### config.mk
export PLATFORM = sky130hd
export DESIGN_NAME = serial_twos_deserializer_flat
export DESIGN_NICKNAME = d
export VERILOG_FILES = /design/src/rtl/serial_twos_deserializer_if.sv /design/src/rtl/serial_twos_deserializer.sv /design/src/flat_wrapper.sv
export SDC_FILE = /design/constraint.sdc
export NUM_CORES = 1
export LEC_CHECK = 0
export BUFFER_PORTS_ARGS = -buffer_cell sky130_fd_sc_hd__buf_2
export CAP_MARGIN = 25
export CORE_MARGIN = 2
export CORE_UTILIZATION = 35
export CTS_CLUSTER_DIAMETER = 200
export CTS_CLUSTER_SIZE = 25
export DETAILED_ROUTE_END_ITERATION = 8
export SYNTH_ARGS = -nofsm -noshare
export SYNTH_HDL_FRONTEND = slang
export SYNTH_SLANG_ARGS = --single-unit
### constraint.sdc
create_clock -name clk -period 1.7 [get_ports clk]
set_input_delay 0 -clock clk [delete_from_list [all_inputs] [get_ports clk]]
set_output_delay 0 -clock clk [all_outputs]
set_load 0.005 [all_outputs]
### src/rtl/serial_twos_deserializer_if.sv
// Serial two's-complement receive bundle: serial bits in, recovered word out.
interface serial_twos_deserializer_if #(
  parameter int WIDTH = 16
);
  logic             inp;
  logic             bit_en;
  logic             start;
  logic [WIDTH-1:0] data;
  logic             valid;
  logic             busy;
  logic             ovf;

  modport master (
    output inp, bit_en, start,
    input  data, valid, busy, ovf
  );

  modport slave (
    input  inp, bit_en, start,
    output data, valid, busy, ovf
  );
endinterface

### src/rtl/serial_twos_deserializer.sv
// Bit-serial two's-complement un-negator and deserializer, LSB first.
// Optional macro OVF_FLAG_EN builds the most-negative-value flag.
module serial_twos_deserializer #(
  parameter int WIDTH = 16
) (
  input logic clk,
  input logic reset,
  serial_twos_deserializer_if.slave bus
);

  localparam int CW = (WIDTH > 2) ? $clog2(WIDTH) : 1;

  typedef enum logic [1:0] {
    IDLE,
    S0,
    S1
  } state_t;

  state_t           state, state_nx;
  logic [CW-1:0]    cnt, cnt_nx;
  logic [WIDTH-1:0] sr, sr_nx;
  logic [WIDTH-1:0] data_q, data_nx;
  logic             valid_q, valid_nx;
  logic             ovf_q, ovf_nx;
  logic             sbit, last, mid, rec;

  always_ff @(posedge clk) begin
    if (reset) begin
      state   <= IDLE;
      cnt     <= '0;
      sr      <= '0;
      data_q  <= '0;
      valid_q <= 1'b0;
      ovf_q   <= 1'b0;
    end else begin
      state   <= state_nx;
      cnt     <= cnt_nx;
      sr      <= sr_nx;
      data_q  <= data_nx;
      valid_q <= valid_nx;
      ovf_q   <= ovf_nx;
    end
  end

  always_comb begin
    sbit = bus.bit_en & bus.start;
    last = bus.bit_en & ~bus.start & (state != IDLE)
         & (cnt == CW'(WIDTH - 1));
    mid  = bus.bit_en & ~bus.start & (state != IDLE)
         & (cnt != CW'(WIDTH - 1));
    // After the first 1 every later bit is inverted back
    rec  = (state == S1 && !sbit) ? ~bus.inp : bus.inp;

    state_nx = state;
    cnt_nx   = cnt;
    sr_nx    = sr;
    data_nx  = data_q;
    valid_nx = 1'b0;
    ovf_nx   = ovf_q;

    unique case (1'b1)
      sbit: begin
        state_nx = bus.inp ? S1 : S0;
        cnt_nx   = CW'(1);
        sr_nx    = {rec, {(WIDTH-1){1'b0}}};
      end
      last: begin
        state_nx = IDLE;
        cnt_nx   = '0;
        sr_nx    = '0;
        data_nx  = {rec, sr[WIDTH-1:1]};
        valid_nx = 1'b1;
`ifdef OVF_FLAG_EN
        ovf_nx   = (state == S0) & bus.inp;
`else
        ovf_nx   = 1'b0;
`endif
      end
      mid: begin
        state_nx = bus.inp ? S1 : state;
        cnt_nx   = cnt + CW'(1);
        sr_nx    = {rec, sr[WIDTH-1:1]};
      end
      default: ;
    endcase
  end

  assign bus.data  = data_q;
  assign bus.valid = valid_q;
  assign bus.ovf   = ovf_q;
  assign bus.busy  = (state != IDLE);

endmodule

### src/flat_wrapper.sv
// flat-port wrapper written by rule: the top's interface ports become plain ports
module serial_twos_deserializer_flat 
#(
  parameter int WIDTH = 16
)
  (clk, reset, bus_inp, bus_bit_en, bus_start, bus_data, bus_valid, bus_busy, bus_ovf);
  serial_twos_deserializer_if #(.WIDTH(WIDTH)) bus_i ();
  input logic clk;
  input logic reset;
  input wire logic [$bits(bus_i.inp)-1:0] bus_inp;
  input wire logic [$bits(bus_i.bit_en)-1:0] bus_bit_en;
  input wire logic [$bits(bus_i.start)-1:0] bus_start;
  output wire logic [$bits(bus_i.data)-1:0] bus_data;
  output wire logic [$bits(bus_i.valid)-1:0] bus_valid;
  output wire logic [$bits(bus_i.busy)-1:0] bus_busy;
  output wire logic [$bits(bus_i.ovf)-1:0] bus_ovf;
  assign bus_i.inp = bus_inp;
  assign bus_i.bit_en = bus_bit_en;
  assign bus_i.start = bus_start;
  assign bus_data = bus_i.data;
  assign bus_valid = bus_i.valid;
  assign bus_busy = bus_i.busy;
  assign bus_ovf = bus_i.ovf;
  serial_twos_deserializer #(.WIDTH(WIDTH)) u_core (.clk(clk), .reset(reset), .bus(bus_i));
endmodule
== After elaboration in Yosys (flattened, before gate mapping) ==
Index checks and enable logic that the tools add are counted.
W data, S select, Z words.
Storage, ports and cells
  output and inout bits: 19
  memory bits (writable): 0
  memory bits (read-only): 0
  word-level logic and storage cells: 29
  memories kept: 0
  bits in latches: 0
  register bits after elaboration: 39
  input port bits: 5
Operators by class
  multiplexer cells: 7
  $lt $le $gt $ge: 0
  divide/modulo/power cells: 0
  shift operators: 0
  bitwise logic cells: 7
  $mul: 0
  reductions and logical operators: 5
  add/sub/neg operators: 1
  equal/unequal tests: 4
Operators with widths (count)
  $pmux W16 S3: 1
  $pmux W4 S3: 1
  $pmux W2 S3: 1
  $and A1 B1 Y1: 5
  $add A4 B1 Y4 const B: 1
  $eq A4 B4 Y1 const B: 1
  $mux W2: 2
  $ne A4 B4 Y1 const B: 1
  $reduce_bool A3 Y1: 1
  $eq A2 B2 Y1 const B: 1
  $mux W1: 2
  $ne A2 B2 Y1 const B: 1
  $not A1 Y1: 2
  $reduce_and A2 Y1: 1
  $reduce_bool A2 Y1: 1
  $logic_and A1 B1 Y1: 1
  $logic_not A1 Y1: 1

== Depth between registers and ports, before layout ==
  depth after elaboration: 6
  depth in mapped cells: 6

== Worst setup path before layout ==
Ideal clock, no wire load.
  path kind: register -> register
  start point: register u_core.cnt[0]
  end point: register u_core.sr[15]
  cell stages (with the launch flop): 7
  library setup time: 67 ps
  setup slack: 148 ps
  arrival time: 1484 ps
  buffers on the path: 1
  cell sequence: dfxtp_1 ha_1 and3_1 nor3b_2 buf_4 a211o_1 a21oi_2
Between the ends
  word-level cells in the longest chain between the ends: 3
  elaborated cells on any way between the ends: 6
  those cells by class: 2 x eq/ne; 1 x mux; 2 x bitwise; 1 x reduce/logical
Ends and longest elaborated chain
  start, declared: RTL line serial_twos_deserializer.sv:20  | logic [CW-1:0] cnt, cnt_nx;
  start signal, assigned: RTL line serial_twos_deserializer.sv:37  | cnt <= cnt_nx;
  $ne A4 B4 Y1 / $eq A4 B4 Y1 (equally long branches): RTL line serial_twos_deserializer.sv:50, serial_twos_deserializer.sv:48
  $and A1 B1 Y1 (on tied branches): RTL line serial_twos_deserializer.sv:50, serial_twos_deserializer.sv:48
  $pmux W16 S3 / $reduce_bool A3 Y1 (equally long branches)
  end signal, assigned: RTL line serial_twos_deserializer.sv:38  | sr <= sr_nx;
  end, declared: RTL line serial_twos_deserializer.sv:21  | logic [WIDTH-1:0] sr, sr_nx;
Several ways; a longest one is shown, not always the timed one.
A chain may end at the register's enable or synchronous reset.

== Final worst setup path ==
  start point: register u_core.cnt[1]
  end point: register u_core.data_q[9] (netlist: u_core.bus.data[9])
Between the ends
  word-level cells in the longest chain between the ends: 2
Ends and longest elaborated chain
  $eq A4 B4 Y1: RTL line serial_twos_deserializer.sv:48  | & (cnt == CW'(WIDTH - 1));
  $and A1 B1 Y1: RTL line serial_twos_deserializer.sv:48
  end signal, assigned: RTL line serial_twos_deserializer.sv:39  | data_q <= data_nx;
  end, declared: RTL line serial_twos_deserializer.sv:22  | logic [WIDTH-1:0] data_q, data_nx;
No other way between the ends.

==> flow_summary_export.csv <==
group,metric,value,unit
power,comb_power_share,4.2,%
cts,path_clk_slew,80,ps
floorplan,die_height,68.1,um
power,p_seq_share,52.7,%
synth,synth_top_family_by_area,"simple AND/OR/NAND/NOR gates",
global_route,grt_pass1_vias,988,
timing,relSlewSlack,56.4,%
synth,yosysTopAreaCellShare,52.8,%
synth,syn_nets,152,
global_route,grt_pass1_wl,4550,um
critical_path,worst_setup_path_end_kind,"flop",
floorplan,die_w,68.1,um
global_route,grt_util_all_layers,13.1,%
floorplan,core-area,3970,um2
placement,routabilityCongestion,0.781,
power,clkPwrFrac,43.1,%
placement,place_area,1610,um2
run,drv_cap,0,
cts,cts_tree,"built",
timing,drv_slew,0,
floorplan,start_util,36.3,%
cts,clock_tree.root_cell,"clkbuf_8",
floorplan,pin_count,24,
route,routed_wl,2700,um
synth,synth.distinct_cells,31,
route,ant_nets,0,
finish,regArea,762,um2
route,vias_per_cell,5.11,
synth,synth.area.top_cells,"dfxtp_1 (53%), mux2i_1 (10%), nor2_1 (8.9%)",
floorplan,dieArea,4640,um2
synth,syn_area,1440,um2
placement,portBuffers,22,
critical_path,crit_required,1850,ps
synth,synth_fa_ha_area_share,0.869,%
critical_path,crit_start,"u_core.cnt[1]$_SDFFE_PP0P_",
run_status,outcome,"complete, no violations",
route,post_drt_wl_per_cell,12.2,um
min_path,hp-class,"input pin to flop",
critical_path,crit_arrival,1750,ps
synth,ys.flop_type,"dfxtp_1",
synth,synth_cells,146,
power,power_leakage,0.668,nW
power,ir_drop,0.000641,V
cts,clk_path_buf_depth,2,
route,drc,0,
timing,max_freq,623,MHz
power,power.switching,0.000362,W
power,power.share.switching,21.1,%
synth,postSynthAreaPerCell,9.86,um2
finish,finish.net_count,176,
critical_path,critPathMaxFanout,20,
synth,seq_area_frac_synth,52.8,%
synth,yosys_warnings,0,
timing,hold_viol,0,
timing,worst_pin_slew,654,ps
cts,numCtsBuffers,5,
timing,setup_ws,95.1,ps
timing,period_share,94.4,%
finish,fillers,400,
timing,clock_skew,8.47,ps
synth,synth_edf_count,0,
power,p_total,0.00171,W
placement,hpwl,1750,um
synth,synth_seq_cells,38,
floorplan,rows,23,
synth,synth_simple_gate_area_share,15.8,%
critical_path,cp-start-kind,"flop",
global_route,grt_antenna_before_repair,0,
min_path,hp-start,"bus_inp",
power,intPower,0.00135,W
power,powerDensity,993,nW/um2
global_route,grt_max_degree,39,
synth,synth_top_area_cell,"dfxtp_1",
synth,synth.most_common_cell,"dfxtp_1",
timing,fin_crit,1600,ps
synth,synth_compound_area_share,15.5,%
cts,cts.sinks,38,
route,vias,1130,
synth,synthTopCellsByCount,"dfxtp_1 (38), nor2_1 (34), a22oi_1 (15), mux2i_1 (15)",
synth,synthArstFlopShare,0,%
finish,fin_area,1720,um2
synth,synthMuxAreaShare,10.4,%
global_route,overflow,0,
critical_path,path_class,"flop to flop",
synth,synth_xor_xnor_area_share,0,%
placement,post-place-ws,114,ps
critical_path,r2r_start,"u_core.cnt[1]$_SDFFE_PP0P_",
finish,syn_to_final_growth,19.6,%
finish,multiInputGateArea,626,um2
route,drt-pass1-iter-count,4,
finish,drive_above_1_share,24.6,%
route,drtIter0Drc,69,
cts,worstSkewPairLatency,290,ps
finish,diodes,0,
cts,htreeDepth,2,
timing,setup_viol,0,
-- through the flow --
step | cells | hold WS (ps) | util [%] | setup TNS, ps
floorplan | 146 | 161 | - | 0
global placement | 213 | 336 | 40.5 | 0
detailed placement | 213 | 344 | 40.5 | 0
CTS | 221 | 36.6 | 43.3 | 0
global route | 221 | 45.9 | 43.4 | -37.4
finish | 221 | 42.2 | 43.4 | 0
-- logic make-up (layout without fill, tap and decap cells) --
logic type | Yosys count | in the layout
flip-flops | 38 | 38
buffers and inverters | 11 | 36
adder cells (fa/ha/maj) | 1 | 1
multiplexers | 15 | 15
other | 1 | 1
AO/OA/AOI/OAI | 31 | 31
AND/OR/NAND/NOR | 49 | 49
-- state kept, by name, summed over array words and instances, names as in the netlist --
| name | cells |
|---|---|
| u_core.bus.data | 16 |
| u_core.bus.valid | 1 |
| u_core.cnt | 4 |
| u_core.sr | 15 |
| u_core.state | 2 |
-- placed cells by master (no fill, tap or decap) --
cell type,instances
buf_12,1
dfxtp_2,1
nor3_1,2
inv_1,1
and3_1,1
a31oi_1,1
dfxtp_1,37
o211ai_1,1
conb_1,1
a211oi_1,1
or3_1,1
ha_2,1
buf_4,4
clkinv_2,2
nand3_1,2
a211o_1,1
o21ai_0,4
nor3_4,1
a22oi_1,15
clkbuf_8,5
buf_2,22
bufinv_16,1
a311oi_1,1
o21ai_2,2
mux2i_1,15
nor2b_1,1
a21oi_2,1
nor2_1,34
nor3b_4,1
a21oi_1,3
a21bo_1,1
nand2_1,4
or4_1,1
or4b_1,1
-- metal layers --
metal	up-vias	wire [um]	global-route usage (%)	share of wire, %
li1	559	-	-	-
met1	543	1250	16.9	46
met2	22	1240	19.9	46
met3	6	157	4.61	5.8
met4	0	47	5.25	1.7
met5	-	0	0	0
-- worst max-delay path, stage by stage (launching register included) --
cell,delay (ps)
dfxtp_1,370
ha_2,200
and3_1,190
nor3b_4,240
buf_12,210
mux2i_1,200
nor2_1,50
-- power groups by stage --
stage          registers [W]   logic, W  clock network (W)
3_3_place_gp        0.000922  0.0000717                  0
5_1_grt             0.000903  0.0000813           0.000798
3_5_place_dp        0.000922  0.0000723                  0
2_1_floorplan       0.000921  0.0000530                  0
6_report            0.000902  0.0000716           0.000737
4_1_cts             0.000901  0.0000725           0.000766
-- timing repair --
item                       CTS  global route
gates resized for setup      0             2
hold buffers                 0             0
buffers inserted             0             0
setup endpoints to repair    0             7
-- worst paths after layout --
| path | to | slack, ps | cells after the start |
|---|---|---|---|
| setup / recovery | u_core.bus.data[9]$_SDFFE_PP0P_ | 100 | 6 |
| hold / removal | u_core.state[1]$_SDFFE_PP0P_ | 40 | 3 |
| setup reg to reg | u_core.bus.data[9]$_SDFFE_PP0P_ | 100 | 6 |
| hold reg to reg | u_core.cnt[0]$_SDFFE_PP0P_ | 480 | 2 |
-- area by class of cell --
class | count | share of cell area [%]
sequential | 38 | 44.2
multi-input combinational | 97 | 36.3
timing repair buffer | 27 | 9.30
clock buffer | 5 | 3.99
tap | 50 | 3.63
clock inverter | 3 | 2.32
inverter | 1 | 0.218
(Power assumes the default switching activity.)
